### config.mk
export PLATFORM = sky130hd
export DESIGN_NAME = mlm_ecc_stage
export DESIGN_NICKNAME = d
export VERILOG_FILES = /design/src/rtl/mlm_ecc_chk_stage.sv
export SDC_FILE = /design/constraint.sdc
export NUM_CORES = 1
export LEC_CHECK = 0
export CAP_MARGIN = 20
export CORE_AREA = 2 2 39 41
export CTS_BUF_LIST = sky130_fd_sc_hd__clkbuf_16
export DETAILED_ROUTE_END_ITERATION = 8
export DIE_AREA = 0 0 41 43
export PLACE_DENSITY = 0.66
export REMOVE_ABC_BUFFERS = 1
export SLEW_MARGIN = 20
export SYNTH_ARGS = -nofsm -noshare
export SYNTH_HDL_FRONTEND = slang
export SYNTH_SLANG_ARGS = --single-unit
### constraint.sdc
create_clock -name clk -period 1 [get_ports clk]
set_input_delay 0.15 -clock clk [delete_from_list [all_inputs] [get_ports clk]]
set_output_delay 0.15 -clock clk [all_outputs]
set_load 0.02 [all_outputs]
### src/rtl/mlm_ecc_chk_stage.sv
// Generic valid/ready pipeline register; accepts whenever empty or draining.
module mlm_ecc_stage #(
  parameter int W = 8
) (
  input  logic         clk,
  input  logic         rst_n,
  input  logic         valid_i,
  output logic         ready_o,
  input  logic [W-1:0] data_i,
  output logic         valid_o,
  input  logic         ready_i,
  output logic [W-1:0] data_o
);

  logic         valid_q;
  logic [W-1:0] data_q;

  assign ready_o = !valid_q || ready_i;
  assign valid_o = valid_q;
  assign data_o  = data_q;

  // Payload only loads on a real transfer so it stays stable during a stall.
  always_ff @(posedge clk or negedge rst_n) begin
    if (!rst_n) begin
      valid_q <= 1'b0;
      data_q  <= '0;
    end else if (ready_o) begin
      valid_q <= valid_i;
      if (valid_i) begin
        data_q <= data_i;
      end
    end
  end

endmodule

==> results of run 1 <==
[metrics by stage]
stage | util, % | hold WS [ps] | total power (uW)
2_1_floorplan | - | -145.6 | 616.5
3_3_place_gp | 45.57 | 457.2 | 796.2
3_5_place_dp | 45.57 | 483.8 | 804.2
4_1_cts | 48.28 | 242.7 | 1447
5_1_grt | 47.83 | 262.8 | 1491
6_report | 47.83 | 225.1 | 1423
[worst register-to-register path, cell delays in order, from the launching register on]
cell and delay, ps:
sky130_fd_sc_hd__dfrtp_1 390, sky130_fd_sc_hd__nand2b_4 80, sky130_fd_sc_hd__buf_6 110, sky130_fd_sc_hd__nand2_8 80, sky130_fd_sc_hd__mux2_4 320
[per-layer routing]
| layer | share of wire [%] | wire length (um) |
|---|---|---|
| met1 | 41 | 333 |
| met2 | 45 | 363 |
| met3 | 14 | 111 |
| met4 | 0 | 0 |
| met5 | 0 | 0 |
[synthesized netlist by cell type]
cell type / n / share of area, %
sky130_fd_sc_hd__nand2b_4: 1 / 3.6
sky130_fd_sc_hd__mux2_4: 8 / 31
sky130_fd_sc_hd__nand2b_1: 1 / 1.6
sky130_fd_sc_hd__dfrtp_1: 9 / 58
sky130_fd_sc_hd__nand2_8: 1 / 5.2
[how the worst max path moves through the flow]
stage	startpoint	end	slack, ps
floorplan	valid_o	data_o[0]	-160
global placement	ready_i	ready_o	-470
detailed placement	ready_i	ready_o	-460
CTS	valid_o	data_o[4]	-110
global route	valid_o	data_o[4]	-140
finish	valid_o	data_o[6]	-110
[flip-flops by register name, indices dropped and copies added, names as in the netlist]
name     flops
data_o       8
valid_o      1
[report_power, final]
group	leakage, uW	internal [uW]	switching, uW
clock	0.0000423	521	157
sequential	0.000104	417	28.3
combinational	0.000180	162	138
[final cells by class]
| class | instances | share of cell area, % |
|---|---|---|
| clock buffers | 3 | 11.34 |
| flip-flops and latches | 9 | 34.03 |
| multi-input cells | 11 | 24.20 |
| well taps | 16 | 3.025 |
| repair buffers | 23 | 26.84 |
| clock inverters | 1 | 0.5671 |
[cells in the final DEF, fill, tap and decap left out]
master                            instances
sky130_fd_sc_hd__nand2b_4                 1
sky130_fd_sc_hd__dlygate4sd2_1            1
sky130_fd_sc_hd__inv_1                    1
sky130_fd_sc_hd__buf_6                    1
sky130_fd_sc_hd__clkdlybuf4s50_1         10
sky130_fd_sc_hd__dfrtp_1                  9
sky130_fd_sc_hd__buf_4                    1
sky130_fd_sc_hd__nand2_8                  1
sky130_fd_sc_hd__nand2b_1                 1
sky130_fd_sc_hd__buf_2                   10
sky130_fd_sc_hd__mux2_4                   8
sky130_fd_sc_hd__clkbuf_16                3
[cell families (layout without fill, tap and decap cells)]
logic type	after synthesis	after routing	synth area share, %
buf+inv	0	27	0
mux	8	8	31.17
simple gates	3	3	10.39
flops	9	9	58.44
[repair_timing]
item / 4_1_cts / 5_1_grt
gates resized for setup: 41 / 1
gates cloned: 0 / 0
buffers inserted: 0 / 0
endpoints found under the setup margin: 18 / 10
==> reports/qor_table.md, run 1 <==
| Step | Parameter | This run |
|---|---|---|
| outcome | Result of the run | finished with violations |
| outcome | Violated checks | setup timing |
| synthesis | Cell area after synthesis | 385.4 um^2 |
| global routing | Maximum number of pins on one net before global-route repair | 10 |
| global routing | First-pass GRT wire length | 1290 um |
| synthesis | Number of distinct library cells after synthesis | 5 |
| finish | Final Cell Area | 661.9 um^2 |
| floorplan | I/O pin total | 22 |
| setup path | Critical path buffers and inverters | 1 |
| floorplan | Overall die area | 1763 um^2 |
| power | Static leakage power | 0.0003267 uW |
| drt | Detailed-routing iteration count for the pre-antenna-repair pass | 1 |
| drt | DRC marker count from the first detailed-route iteration | 0 |
| clocking | Sinks on the clock net | 9 |
| power | Maximum VDD drop | 1.106 mV |
| finish | Sequential standard cell area | 225.2 um^2 |
| sta | Time the worst path needs with I/O delays and setup | 1106 ps |
| finish | Area of the multi-input gates | 160.2 um^2 |
| clocking | Max clock buf depth | 2 |
| sta | Post-layout worst setup margin | -105.6 ps |
| drt | Count of nets left with antenna violations after detail routing | 0 |
| setup path | Sequence of cells on the critical path | nand2b_4 -> buf_6 -> nand2_8 -> mux2_4 |
| finish | Signed area change from the synthesized netlist to the final layout | 71.75% |
| clocking | CTS root buf | sky130_fd_sc_hd__clkbuf_16 |
| finish | Number of inserted filler cells in the final layout | 130 |
| floorplan | X dimension of the die | 41 um |
| global routing | Met1 track utilization from global routing | 13.62% |
| setup path | Critical Setup Path Class | reg2reg |
| clocking | Count of hold buffers inserted by post-cts repair | 0 |
| setup path | Slowest cell on the critical path | sky130_fd_sc_hd__dfrtp_1 |
| global routing | Antenna violations before repair | 0 |
| synthesis | Post-synthesis area per instance | 19.27 um^2 |
| setup path | Data arrival time at the worst-slack endpoint | 1210 ps |
| sta | Final sum of negative setup slack | -802.3 ps |
| sta | Final worst path period share | 110.6% |
| clocking | Clock latency at the later pin of the worst-skew pair | 230 ps |
| setup path | Worst setup slack for register-to-register paths | -110 ps |
| placement | Final Wtd Congestion | 0.5577 |
| synthesis | Number of instances in the synthesized netlist | 20 |
| sta | Actual slew at the worst max-slew pin | 415.7 ps |
| sta | Setup repair after global routing missed its margin | true |
| finish | Fraction of layout instances using a drive strength above 1 | 53.19% |
| global routing | Highest-utilization routing layer at the global route stage | met2 |
| setup path | Kind of launch point of the worst setup path | flop |
| finish | Non-filler cells, final | 63 |
| synthesis | Post-synthesis sequential area ratio | 58.44% |
| setup path | FF-to-FF Start | valid_o |
| setup path | Delay of the slowest cell on the worst path | 390 ps |
| placement | Dpl ws | -461.3 ps |
| setup path | Endpoint required time on the critical path | 1110 ps |
| sta | Achievable clock frequency | 0.9044 GHz |
| sta | Max Transition Viols Final | 0 |
| global routing | Final global-route overflow total | 0 |
| global routing | Via count of the first global-routing pass | 315 |
| finish | Final layout net count | 60 |
| placement | Sum of net half-perimeters after detailed placement | 631.8 um |
| global routing | Met2 Usage GRT | 16.88% |
| setup path | CP top delay family | flip-flops |
| global routing | M3 GR Usage | 5.236% |
| clocking | Number of CTS-inserted buffers | 3 |
| floorplan | Initial core utilization | 27.85% |
| placement | Count of buffers from port buffering | 21 |
| drt | Routed wire length per instance | 12.81 um |
| finish | Diodes inserted | 0 |
| setup path | Endpoint of the worst register-to-register path | data_o[6] |
| floorplan | Die H | 43 um |
| floorplan | Area of the core | 1384 um^2 |
| power | Total power density per cell area | 2151 nW/um^2 |
| synthesis | Synth warn | 0 |
| setup path | Stages on the worst setup path | 4 |
| drt | Vias after detailed routing | 263 |
| setup path | Largest driver fanout on the critical path | 8 |
| drt | Total length of routed wires | 807 um |
| clocking | CTS tree | yes |
| job | Max-cap viol count | 0 |
| clocking | Max H-tree Level | 1 |
| sta | Final Setup Violations | 9 |
| drt | Via-per-instance ratio | 4.175 |
| sta | Max-Slew Margin vs Limit | 72.20% |
| clocking | Clock slew seen by the registers of the worst setup and hold paths | 40 ps |
| sta | Clk_skew | 2.374 ps |
| placement | Cell Count Post-Placement | 59 |
| floorplan | Number of rows in the core area | 14 |
| setup path | Cells on worst reg2reg path | 4 |
| drt | DRC violation count after routing | 0 |
| setup path | Kind of end point of the critical path | flop |
| global routing | Total track usage | 10.95% |
| synthesis | Number of flip-flops and latches in the synthesized netlist | 9 |
| hold path | Worst min path class | in2async |
| sta | Number of hold violations in the final report | 0 |
| placement | Cell area after placement | 630.6 um^2 |
No activity file was read; power rests on OpenSTA's default activity.
==> inputs of run 2 (changes only) <==
--- a/constraint.sdc
+++ b/constraint.sdc
@@ -3,2 +3,2 @@
 set_output_delay 0.15 -clock clk [all_outputs]
-set_load 0.02 [all_outputs]
+set_load 0.05 [all_outputs]
==> reports/qor_table.md, run 2 (synthesis results as in run 1) <==
| Step | Parameter | This run |
|---|---|---|
| sta | Achievable clock frequency | 0.8834 GHz |
| power | Int Power | 1276 uW |
| setup path | Kind of launch point of the worst setup path | input port |
| finish | Area of the multi-input gates | 160.2 um^2 |
| setup path | Largest driver fanout on the critical path | 8 |
| sta | Actual slew at the worst max-slew pin | 397.5 ps |
| drt | DRC violation count after routing | 0 |
| floorplan | Overall die area | 1763 um^2 |
| floorplan | I/O pin total | 22 |
| setup path | Cells on worst reg2reg path | 4 |
| sta | Post-layout worst setup margin | -132.0 ps |
| clocking | Sinks on the clock net | 9 |
| setup path | Kind of end point of the critical path | flop |
| sta | Final worst path period share | 113.2% |
| floorplan | Die H | 43 um |
| clocking | CTS tree | yes |
| global routing | Final global-route overflow total | 0 |
| clocking | Clock latency at the later pin of the worst-skew pair | 230 ps |
| finish | Flip-flop count of the largest register after layout | 8 |
| outcome | Result of the run | finished with violations |
| global routing | Antenna violations before repair | 0 |
| placement | Sum of net half-perimeters after detailed placement | 669.8 um |
| clocking | Max clock buf depth | 2 |
| floorplan | Number of rows in the core area | 14 |
| job | Max-cap viol count | 0 |
| drt | Detailed-routing iteration count for the pre-antenna-repair pass | 2 |
| finish | Diodes inserted | 0 |
| global routing | Maximum number of pins on one net before global-route repair | 10 |
| power | Switching power as a share of total power | 27.89% |
| setup path | Endpoint required time on the critical path | 1110 ps |
| clocking | Clock slew seen by the registers of the worst setup and hold paths | 40 ps |
| power | Static leakage power | 0.0003957 uW |
| placement | Final Wtd Congestion | 0.5752 |
| finish | Fraction of layout instances using a drive strength above 1 | 55.10% |
| setup path | Data arrival time at the worst-slack endpoint | 1240 ps |
| drt | DRC marker count from the first detailed-route iteration | 1 |
| finish | Non-filler cells, final | 65 |
| clocking | Max H-tree Level | 1 |
| outcome | Violated checks | setup timing |
| setup path | Sequence of cells on the critical path | clkdlybuf4s50_1 -> nand2b_4 -> buf_12 -> nand2_8 -> mux2_4 |
| hold path | Worst min path class | in2async |
| setup path | Critical Setup Path Class | in2reg |
| sta | Time the worst path needs with I/O delays and setup | 1132 ps |
| placement | Cell Count Post-Placement | 59 |
| power | Maximum VDD drop | 1.089 mV |
| power | Net load switching power | 493.5 uW |
| global routing | Total track usage | 13.79% |
| power | Power share of the clock group | 38.7% |
| global routing | First-pass GRT wire length | 1524 um |
| power | Share of power burned in registers | 26.9% |
| sta | Max Transition Viols Final | 0 |
| drt | Count of nets left with antenna violations after detail routing | 0 |
| setup path | Delay of the slowest cell on the worst path | 390 ps |
| finish | Signed area change from the synthesized netlist to the final layout | 118.2% |
| drt | Total length of routed wires | 931 um |
| sta | Final Setup Violations | 10 |
| clocking | Count of hold buffers inserted by post-cts repair | 0 |
| power | Total power density per cell area | 2105 nW/um^2 |
| setup path | Worst setup slack for register-to-register paths | -130 ps |
| setup path | Slowest cell on the critical path | sky130_fd_sc_hd__clkdlybuf4s50_1 |
| sta | Max-Slew Margin vs Limit | 73.42% |
| finish | Sequential standard cell area | 225.2 um^2 |
| finish | Final Cell Area | 840.8 um^2 |
| sta | Setup repair after global routing missed its margin | true |
| sta | Number of hold violations in the final report | 0 |
| placement | Cell area after placement | 730.7 um^2 |
| sta | Clk_skew | 0.7506 ps |
| finish | Number of inserted filler cells in the final layout | 105 |
| placement | Count of buffers from port buffering | 21 |
| clocking | CTS root buf | sky130_fd_sc_hd__clkbuf_16 |
| drt | Routed wire length per instance | 14.32 um |
| drt | Via-per-instance ratio | 4.231 |
| floorplan | Initial core utilization | 27.85% |
| finish | Final layout net count | 62 |
| floorplan | X dimension of the die | 41 um |
| finish | Commonest cells after routing, fill and taps aside | sky130_fd_sc_hd__clkdlybuf4s50_1, sky130_fd_sc_hd__buf_12, sky130_fd_sc_hd__dfrtp_1, sky130_fd_sc_hd__mux2_4, sky130_fd_sc_hd__clkbuf_16 |
| floorplan | Area of the core | 1384 um^2 |
| power | Gate power share | 34.4% |
| drt | Vias after detailed routing | 275 |
| global routing | Via count of the first global-routing pass | 358 |
| clocking | Number of CTS-inserted buffers | 3 |
-- run 2: cell count changes in the layout (fill, tap and decap cells not counted), sizes merged --
cell           previous run  this run
buf                      12        14
clkdlybuf4s50            10        11
dlygate4sd2               1         0
-- run 2: per-stage QoR --
step,util [%],total power (uW),TNS (ps),worst slack (ps),hold WS (ps)
6_report,60.76,1770,-1214,-132.0,214.4
5_1_grt,60.76,1846,-1633,-176.4,256.6
4_1_cts,60.22,1788,-1197,-130.5,224.0
3_5_place_dp,52.80,1073,-2555,-297.8,469.9
3_3_place_gp,52.80,1064,-2359,-270.1,457.6
2_1_floorplan,-,740.1,-3954,-480.6,-145.6
-- run 2: final timing paths --
check | startpoint | end
max in group asynchronous | rst_n | data_o[4]
worst max register to register | valid_o | data_o[3]
worst min-delay path | rst_n | data_o[7]
worst max-delay path | ready_i | data_o[3]
min in group clk | data_i[5] | data_o[5]
worst min register to register | data_o[2] | data_o[2]
-- run 2: layout make-up --
| cell class | count | area share (%) |
|---|---|---|
| timing repair buffer | 25 | 42.41 |
| multi-input combinational | 11 | 19.05 |
| clock inverter | 1 | 0.4464 |
| sequential | 9 | 26.79 |
| tap | 16 | 2.381 |
| clock buffer | 3 | 8.929 |
-- run 2: what timing repair did --
item	4_1_cts	5_1_grt
pin swaps	0	0
setup buffers	1	1
hold endpoints to repair	0	0
setup endpoints to repair	10	10
resized for setup	1	0
-- run 2: critical path, delay by kind of cell --
kind | cells | cell delay (ps)
and+or+nand+nor | 2 | 270
muxes | 1 | 310
buffers and inverters | 2 | 520
-- run 2: power by group through the flow --
stage / sequential (uW) / combinational (uW) / clock (uW)
2_1_floorplan: 629 / 111 / 0
3_3_place_gp: 477 / 587 / 0
3_5_place_dp: 479 / 594 / 0
4_1_cts: 476 / 611 / 700
5_1_grt: 482 / 634 / 730
6_report: 476 / 609 / 684
-- run 2: routing by layer --
metal | track usage, % | up-vias | wire length, um
met2 | 21.56 | 24 | 453
met3 | 5.759 | 2 | 103
met4 | 8.000 | 0 | 16
li1 | - | 125 | -
met1 | 14.62 | 124 | 357
met5 | 0 | - | 0
